===== config.mk =====
export PLATFORM = sky130hd
export DESIGN_NAME = mul_sequencer
export DESIGN_NICKNAME = d
export VERILOG_FILES = /design/src/rtl/mul_sequencer.sv
export SDC_FILE = /design/constraint.sdc
export NUM_CORES = 1
export LEC_CHECK = 0
export CAP_MARGIN = 10
export CORE_MARGIN = 4
export CORE_UTILIZATION = 39
export CTS_CLUSTER_DIAMETER = 40
export CTS_CLUSTER_SIZE = 8
export DETAILED_ROUTE_END_ITERATION = 10
export PLACE_DENSITY_LB_ADDON = 0.3
export SLEW_MARGIN = 25
export SYNTH_ARGS = -nofsm -noshare
export SYNTH_HDL_FRONTEND = slang
export SYNTH_SLANG_ARGS = --single-unit

===== constraint.sdc =====
create_clock -name clk -period 1.5 [get_ports clk]
set_input_delay 0.3 -clock clk [delete_from_list [all_inputs] [get_ports clk]]
set_output_delay 0.3 -clock clk [all_outputs]
set_load 0.005 [all_outputs]

===== src/rtl/mul_sequencer.sv =====
// Shift-and-add multiply sequencer: steps an external multiplier datapath through
// load / conditional add / shift, exits early when the multiplier register empties.
module mul_sequencer #(
   parameter int unsigned WIDTH = 8,
   parameter int unsigned CNT_W = 4
) (
   input  logic             clk,
   input  logic             reset,
   input  logic             start,
   input  logic             mplr_lsb,
   input  logic             is_all_zero,
   output logic             ld_operands,
   output logic             clr_acc,
   output logic             add_en,
   output logic             shift_en,
   output logic             busy,
   output logic             done,
   output logic [2:0]       state,
   output logic [CNT_W-1:0] iter_cnt
);

   typedef enum logic [2:0] {
      IDLE  = 3'd0,
      LOAD  = 3'd1,
      CHECK = 3'd2,
      ADD   = 3'd3,
      SHIFT = 3'd4,
      DONE  = 3'd5
   } state_t;

   state_t cur;
   state_t nxt;

   // Transition rule; exit from CHECK outranks the add/shift choice.
   function automatic state_t next_state(
      input state_t           s,
      input logic             go,
      input logic             lsb,
      input logic             zero,
      input logic [CNT_W-1:0] cnt
   );
      state_t n;
      n = IDLE;
      case (s)
         IDLE:    n = go ? LOAD : IDLE;
         LOAD:    n = CHECK;
         CHECK: begin
            if (zero || (cnt == '0))
               n = DONE;
            else if (lsb)
               n = ADD;
            else
               n = SHIFT;
         end
         ADD:     n = SHIFT;
         SHIFT:   n = CHECK;
         DONE:    n = IDLE;
         default: n = IDLE;
      endcase
      return n;
   endfunction

   assign nxt   = next_state(cur, start, mplr_lsb, is_all_zero, iter_cnt);
   assign state = cur;

   // Outputs are registered from the next state, so each one is a pure decode of cur.
   always_ff @(posedge clk) begin
      if (!reset) begin
         cur         <= IDLE;
         iter_cnt    <= '0;
         ld_operands <= 1'b0;
         clr_acc     <= 1'b0;
         add_en      <= 1'b0;
         shift_en    <= 1'b0;
         busy        <= 1'b0;
         done        <= 1'b0;
      end else begin
         cur         <= nxt;
         ld_operands <= (nxt == LOAD);
         clr_acc     <= (nxt == LOAD);
         add_en      <= (nxt == ADD);
         shift_en    <= (nxt == SHIFT);
         busy        <= (nxt != IDLE);
         done        <= (nxt == DONE);
         case (cur)
            LOAD:    iter_cnt <= CNT_W'(WIDTH);
            SHIFT: begin
               if (iter_cnt != '0)
                  iter_cnt <= iter_cnt - CNT_W'(1);
            end
            default: ;
         endcase
      end
   end

endmodule


==> run_summary.xml <==
<?xml version="1.0" encoding="UTF-8"?>
<metrics>
  <group name="status">
    <metric name="run_status" unit="">finished, final reports clean</metric>
  </group>
  <group name="worst_setup_path">
    <metric name="critical_path.n_buffers_inverters" unit="">1</metric>
    <metric name="r2r_slack" unit="ps">50</metric>
    <metric name="setup.worst_path.class" unit="">flip-flop to output port</metric>
    <metric name="worstRegToRegCells" unit="">5</metric>
    <metric name="setup.worst_path.start_class" unit="">flip-flop</metric>
    <metric name="critPathArrivalTime" unit="ps">1160</metric>
    <metric name="critPathRequiredTime" unit="ps">1200</metric>
    <metric name="rr_endpoint" unit="">busy</metric>
    <metric name="crit_slowest_cell" unit="">sky130_fd_sc_hd__clkdlybuf4s50_1</metric>
    <metric name="crit_path_end_kind" unit="">output port</metric>
    <metric name="crit-reg2reg-launch" unit="">iter_cnt[0]</metric>
    <metric name="slowest_delay" unit="ps">520</metric>
    <metric name="cp_cell_sequence" unit="">clkdlybuf4s50_1</metric>
    <metric name="cpLargestDelayFamily" unit="">buffers and inverters</metric>
    <metric name="maximum_net_fanout_on_the_critical_path" unit="">6</metric>
  </group>
  <group name="cts">
    <metric name="cts_tree" unit="">built</metric>
    <metric name="clock_tree.htree_level_count" unit="">1</metric>
    <metric name="clk_transition_reported_paths" unit="ps">70</metric>
    <metric name="maximum_root_to_sink_buffer_count" unit="">2</metric>
    <metric name="num_cts_buffers" unit="">3</metric>
    <metric name="post-cts-setup-buffer-count" unit="">0</metric>
    <metric name="clk_root_buffer_cell" unit="">sky130_fd_sc_hd__clkbuf_4</metric>
    <metric name="clock_latency" unit="ps">270</metric>
    <metric name="numClockSinks" unit="">12</metric>
  </group>
  <group name="yosys">
    <metric name="synth-warning-count" unit="">0</metric>
    <metric name="syn-num-nets" unit="">67</metric>
    <metric name="synthDistinctLibCells" unit="">29</metric>
    <metric name="post_synth_instance_area" unit="sq um">563</metric>
    <metric name="ys_seq_area_share" unit="%">42.7</metric>
    <metric name="netlist_instances" unit="">61</metric>
    <metric name="postSynthAreaPerCell" unit="sq um">9.23</metric>
    <metric name="synth.ff_latch_count" unit="">12</metric>
  </group>
  <group name="floorplan">
    <metric name="core.rowCount" unit="">13</metric>
    <metric name="die_w" unit="um">46.0</metric>
    <metric name="fp.coreArea" unit="sq mm">0.00133</metric>
    <metric name="fp.dieArea" unit="sq mm">0.00212</metric>
    <metric name="floorplan.initialDensity" unit="%">42.2</metric>
    <metric name="boundaryPins" unit="">18</metric>
    <metric name="die_height" unit="um">46.0</metric>
  </group>
  <group name="cells_and_area">
    <metric name="mostFrequentLayoutCell" unit="">sky130_fd_sc_hd__clkdlybuf4s50_1</metric>
    <metric name="final_layout_size_suffix_gt1_share" unit="%">32.6</metric>
    <metric name="n_diodes" unit="">0</metric>
    <metric name="filler_cell_count" unit="">108</metric>
    <metric name="layout-area-overhead-vs-synth" unit="%">58.7</metric>
    <metric name="stdcell_count" unit="">104</metric>
    <metric name="design.final.nets" unit="">97</metric>
    <metric name="final_cell_mix" unit="">15 x sky130_fd_sc_hd__clkdlybuf4s50_1, 10 x sky130_fd_sc_hd__buf_4, 7 x sky130_fd_sc_hd__dfxtp_1</metric>
  </group>
  <group name="min_path">
    <metric name="whs_endpoint" unit="">iter_cnt[2]</metric>
    <metric name="hold-path-cell-count" unit="">2</metric>
    <metric name="min_from" unit="">iter_cnt[2]</metric>
    <metric name="timing.hold.worst.class" unit="">flip-flop to flip-flop</metric>
  </group>
  <group name="global_routing">
    <metric name="grt_util_all_layers" unit="%">16.5</metric>
    <metric name="global_route.peak_usage_layer" unit="">met2</metric>
    <metric name="grtUsageMet1" unit="%">20.1</metric>
    <metric name="grt_util_met3" unit="%">6.32</metric>
    <metric name="grt_max_degree" unit="">8</metric>
    <metric name="first_pass_grt_wire_length" unit="mm">2.50</metric>
    <metric name="grt_pass1_vias" unit="">578</metric>
    <metric name="antenna_found_initial" unit="">0</metric>
    <metric name="global_route.overflow_total" unit="">0</metric>
    <metric name="met2_track_demand_over_resource_in_global_routing" unit="%">26.4</metric>
  </group>
  <group name="routing">
    <metric name="dr_total_vias" unit="">579</metric>
    <metric name="firstDrtPassIters" unit="">4</metric>
    <metric name="wl_per_cell" unit="um">14.5</metric>
    <metric name="drt-vias-per-instance" unit="">5.57</metric>
    <metric name="number_of_design_rule_violations_left_after_detail_routing" unit="">0</metric>
    <metric name="first_iter_violations" unit="">12</metric>
    <metric name="postRouteWirelength" unit="mm">1.50</metric>
    <metric name="ant_nets" unit="">0</metric>
  </group>
  <group name="timing">
    <metric name="fmax" unit="GHz">0.685</metric>
    <metric name="timing.final.crit_share" unit="%">97.3</metric>
    <metric name="skew" unit="ps">0.170</metric>
    <metric name="report.final.setup_viol" unit="">0</metric>
    <metric name="final_min_period" unit="ps">1460</metric>
    <metric name="slew-limit-headroom" unit="%">74.3</metric>
    <metric name="hold_violations" unit="">0</metric>
    <metric name="hold_slack" unit="ps">534</metric>
    <metric name="final.setup.tns" unit="ps">0</metric>
    <metric name="report.final.slew_viol_count" unit="">0</metric>
    <metric name="worst_pin_slew" unit="ps">385</metric>
  </group>
  <group name="pwr">
    <metric name="power_per_cell_area" unit="mW/mm^2">810</metric>
    <metric name="peakVddDrop" unit="V">0.000596</metric>
    <metric name="p_leak" unit="uW">0.000352</metric>
  </group>
  <group name="run">
    <metric name="max_cap_violations" unit="">0</metric>
  </group>
  <group name="placement">
    <metric name="placed_cells" unit="">101</metric>
    <metric name="buffer_ports.inserted" unit="">17</metric>
    <metric name="dp_hpwl" unit="mm">1.05</metric>
    <metric name="place_congestion" unit="">0.773</metric>
  </group>
</metrics>
## metrics by stage
| stage | utilization, % | power (uW) | cell area, sq um | setup WS (ps) |
|---|---|---|---|---|
| global route | 67.0 | 757 | 893 | -17.8 |
| finish | 67.0 | 723 | 893 | 40.3 |
| CTS | 63.9 | 711 | 852 | 7.72 |
| floorplan | - | 434 | 572 | 20.7 |
| global placement | 61.5 | 515 | 821 | -260 |
| detailed placement | 61.5 | 517 | 821 | -304 |
## layout make-up
class | instances | area (sq um) | share of cell area, %
clock buffers | 3 | 22.5 | 2.52
inverters | 6 | 22.5 | 2.52
repair buffers | 27 | 243 | 27.2
well taps | 15 | 18.8 | 2.10
flip-flops and latches | 12 | 251 | 28.2
multi-input cells | 41 | 335 | 37.5
## worst register-to-register path, cell delays in order (launching register included)
cell and delay, ps:
sky130_fd_sc_hd__dfxtp_1 320, sky130_fd_sc_hd__inv_1 80, sky130_fd_sc_hd__ha_2 190, sky130_fd_sc_hd__or3b_4 420, sky130_fd_sc_hd__a21o_1 210, sky130_fd_sc_hd__a41oi_2 160
## worst max-delay path by stage
stage / start / to / slack, ps / depth (start not counted)
after floorplan: iter_cnt[0] / clr_acc / 20 / 5
after global placement: is_all_zero / clr_acc / -260 / 4
after detailed placement: is_all_zero / clr_acc / -300 / 4
after CTS: state[0] / state[0] / 8 / 1
after global routing: iter_cnt[0] / clr_acc / -20 / 6
final: iter_cnt[3] / iter_cnt[3] / 40 / 1
## cell families (layout without fill, tap and decap cells)
logic type      after synthesis  after routing  synth area share (%)
compound gates               15             15                  19.3
fa+ha+maj                     1              1                  2.22
buf+inv                       8             36                  6.67
flops                        12             12                  42.7
simple gates                 25             25                  29.1
## what timing repair did
action / in CTS / in global routing
pin swaps: 0 / 3
hold buffers: 0 / 0
gates resized for setup: 7 / 8
setup endpoints to repair: 7 / 8
endpoints found under the hold margin: 0 / 0
## power breakdown
group | switching (uW) | internal [uW] | total (uW)
clock network | 98.7 | 93.0 | 192
registers | 14.8 | 336 | 351
logic | 76.4 | 104 | 181
## sequential cells by signal, indices dropped and copies added, names as in the netlist
register	flops
iter_cnt	4
clr_acc	1
state	3
add_en	1
done	1
busy	1
shift_en	1
## synthesized netlist by cell type
cell type	instances	area [sq um]
sky130_fd_sc_hd__a21o_1	1	7.51
sky130_fd_sc_hd__a21oi_1	3	15.0
sky130_fd_sc_hd__a311oi_1	1	8.76
sky130_fd_sc_hd__a31oi_1	1	6.26
sky130_fd_sc_hd__a41oi_1	1	8.76
sky130_fd_sc_hd__and2_2	1	7.51
sky130_fd_sc_hd__and2b_1	1	7.51
sky130_fd_sc_hd__buf_4	2	15.0
sky130_fd_sc_hd__dfxtp_1	12	240
sky130_fd_sc_hd__ha_1	1	12.5
sky130_fd_sc_hd__inv_1	6	22.5
sky130_fd_sc_hd__nand2_1	1	3.75
sky130_fd_sc_hd__nand3_1	2	10.0
sky130_fd_sc_hd__nand3b_1	1	7.51
sky130_fd_sc_hd__nand4b_1	2	17.5
sky130_fd_sc_hd__nor2_1	3	11.3
sky130_fd_sc_hd__nor2b_1	1	6.26
sky130_fd_sc_hd__nor3_1	4	20.0
sky130_fd_sc_hd__nor3b_1	3	22.5
sky130_fd_sc_hd__o2111ai_1	1	8.76
sky130_fd_sc_hd__o211ai_1	3	22.5
sky130_fd_sc_hd__o21a_1	1	7.51
sky130_fd_sc_hd__o21ai_0	1	5.00
sky130_fd_sc_hd__o21ba_2	1	10.0
sky130_fd_sc_hd__o41ai_1	1	8.76
sky130_fd_sc_hd__or2_2	1	6.26
sky130_fd_sc_hd__or3_1	1	6.26
sky130_fd_sc_hd__or3b_2	3	26.3
sky130_fd_sc_hd__or3b_4	1	11.3
## per-layer routing
layer | vias up | part of all wire [%]
met4 | 0 | 1.1
met1 | 271 | 44
li1 | 281 | -
met5 | - | 0
met3 | 4 | 6.5
met2 | 23 | 48
No activity file was read; power rests on OpenSTA's default activity.
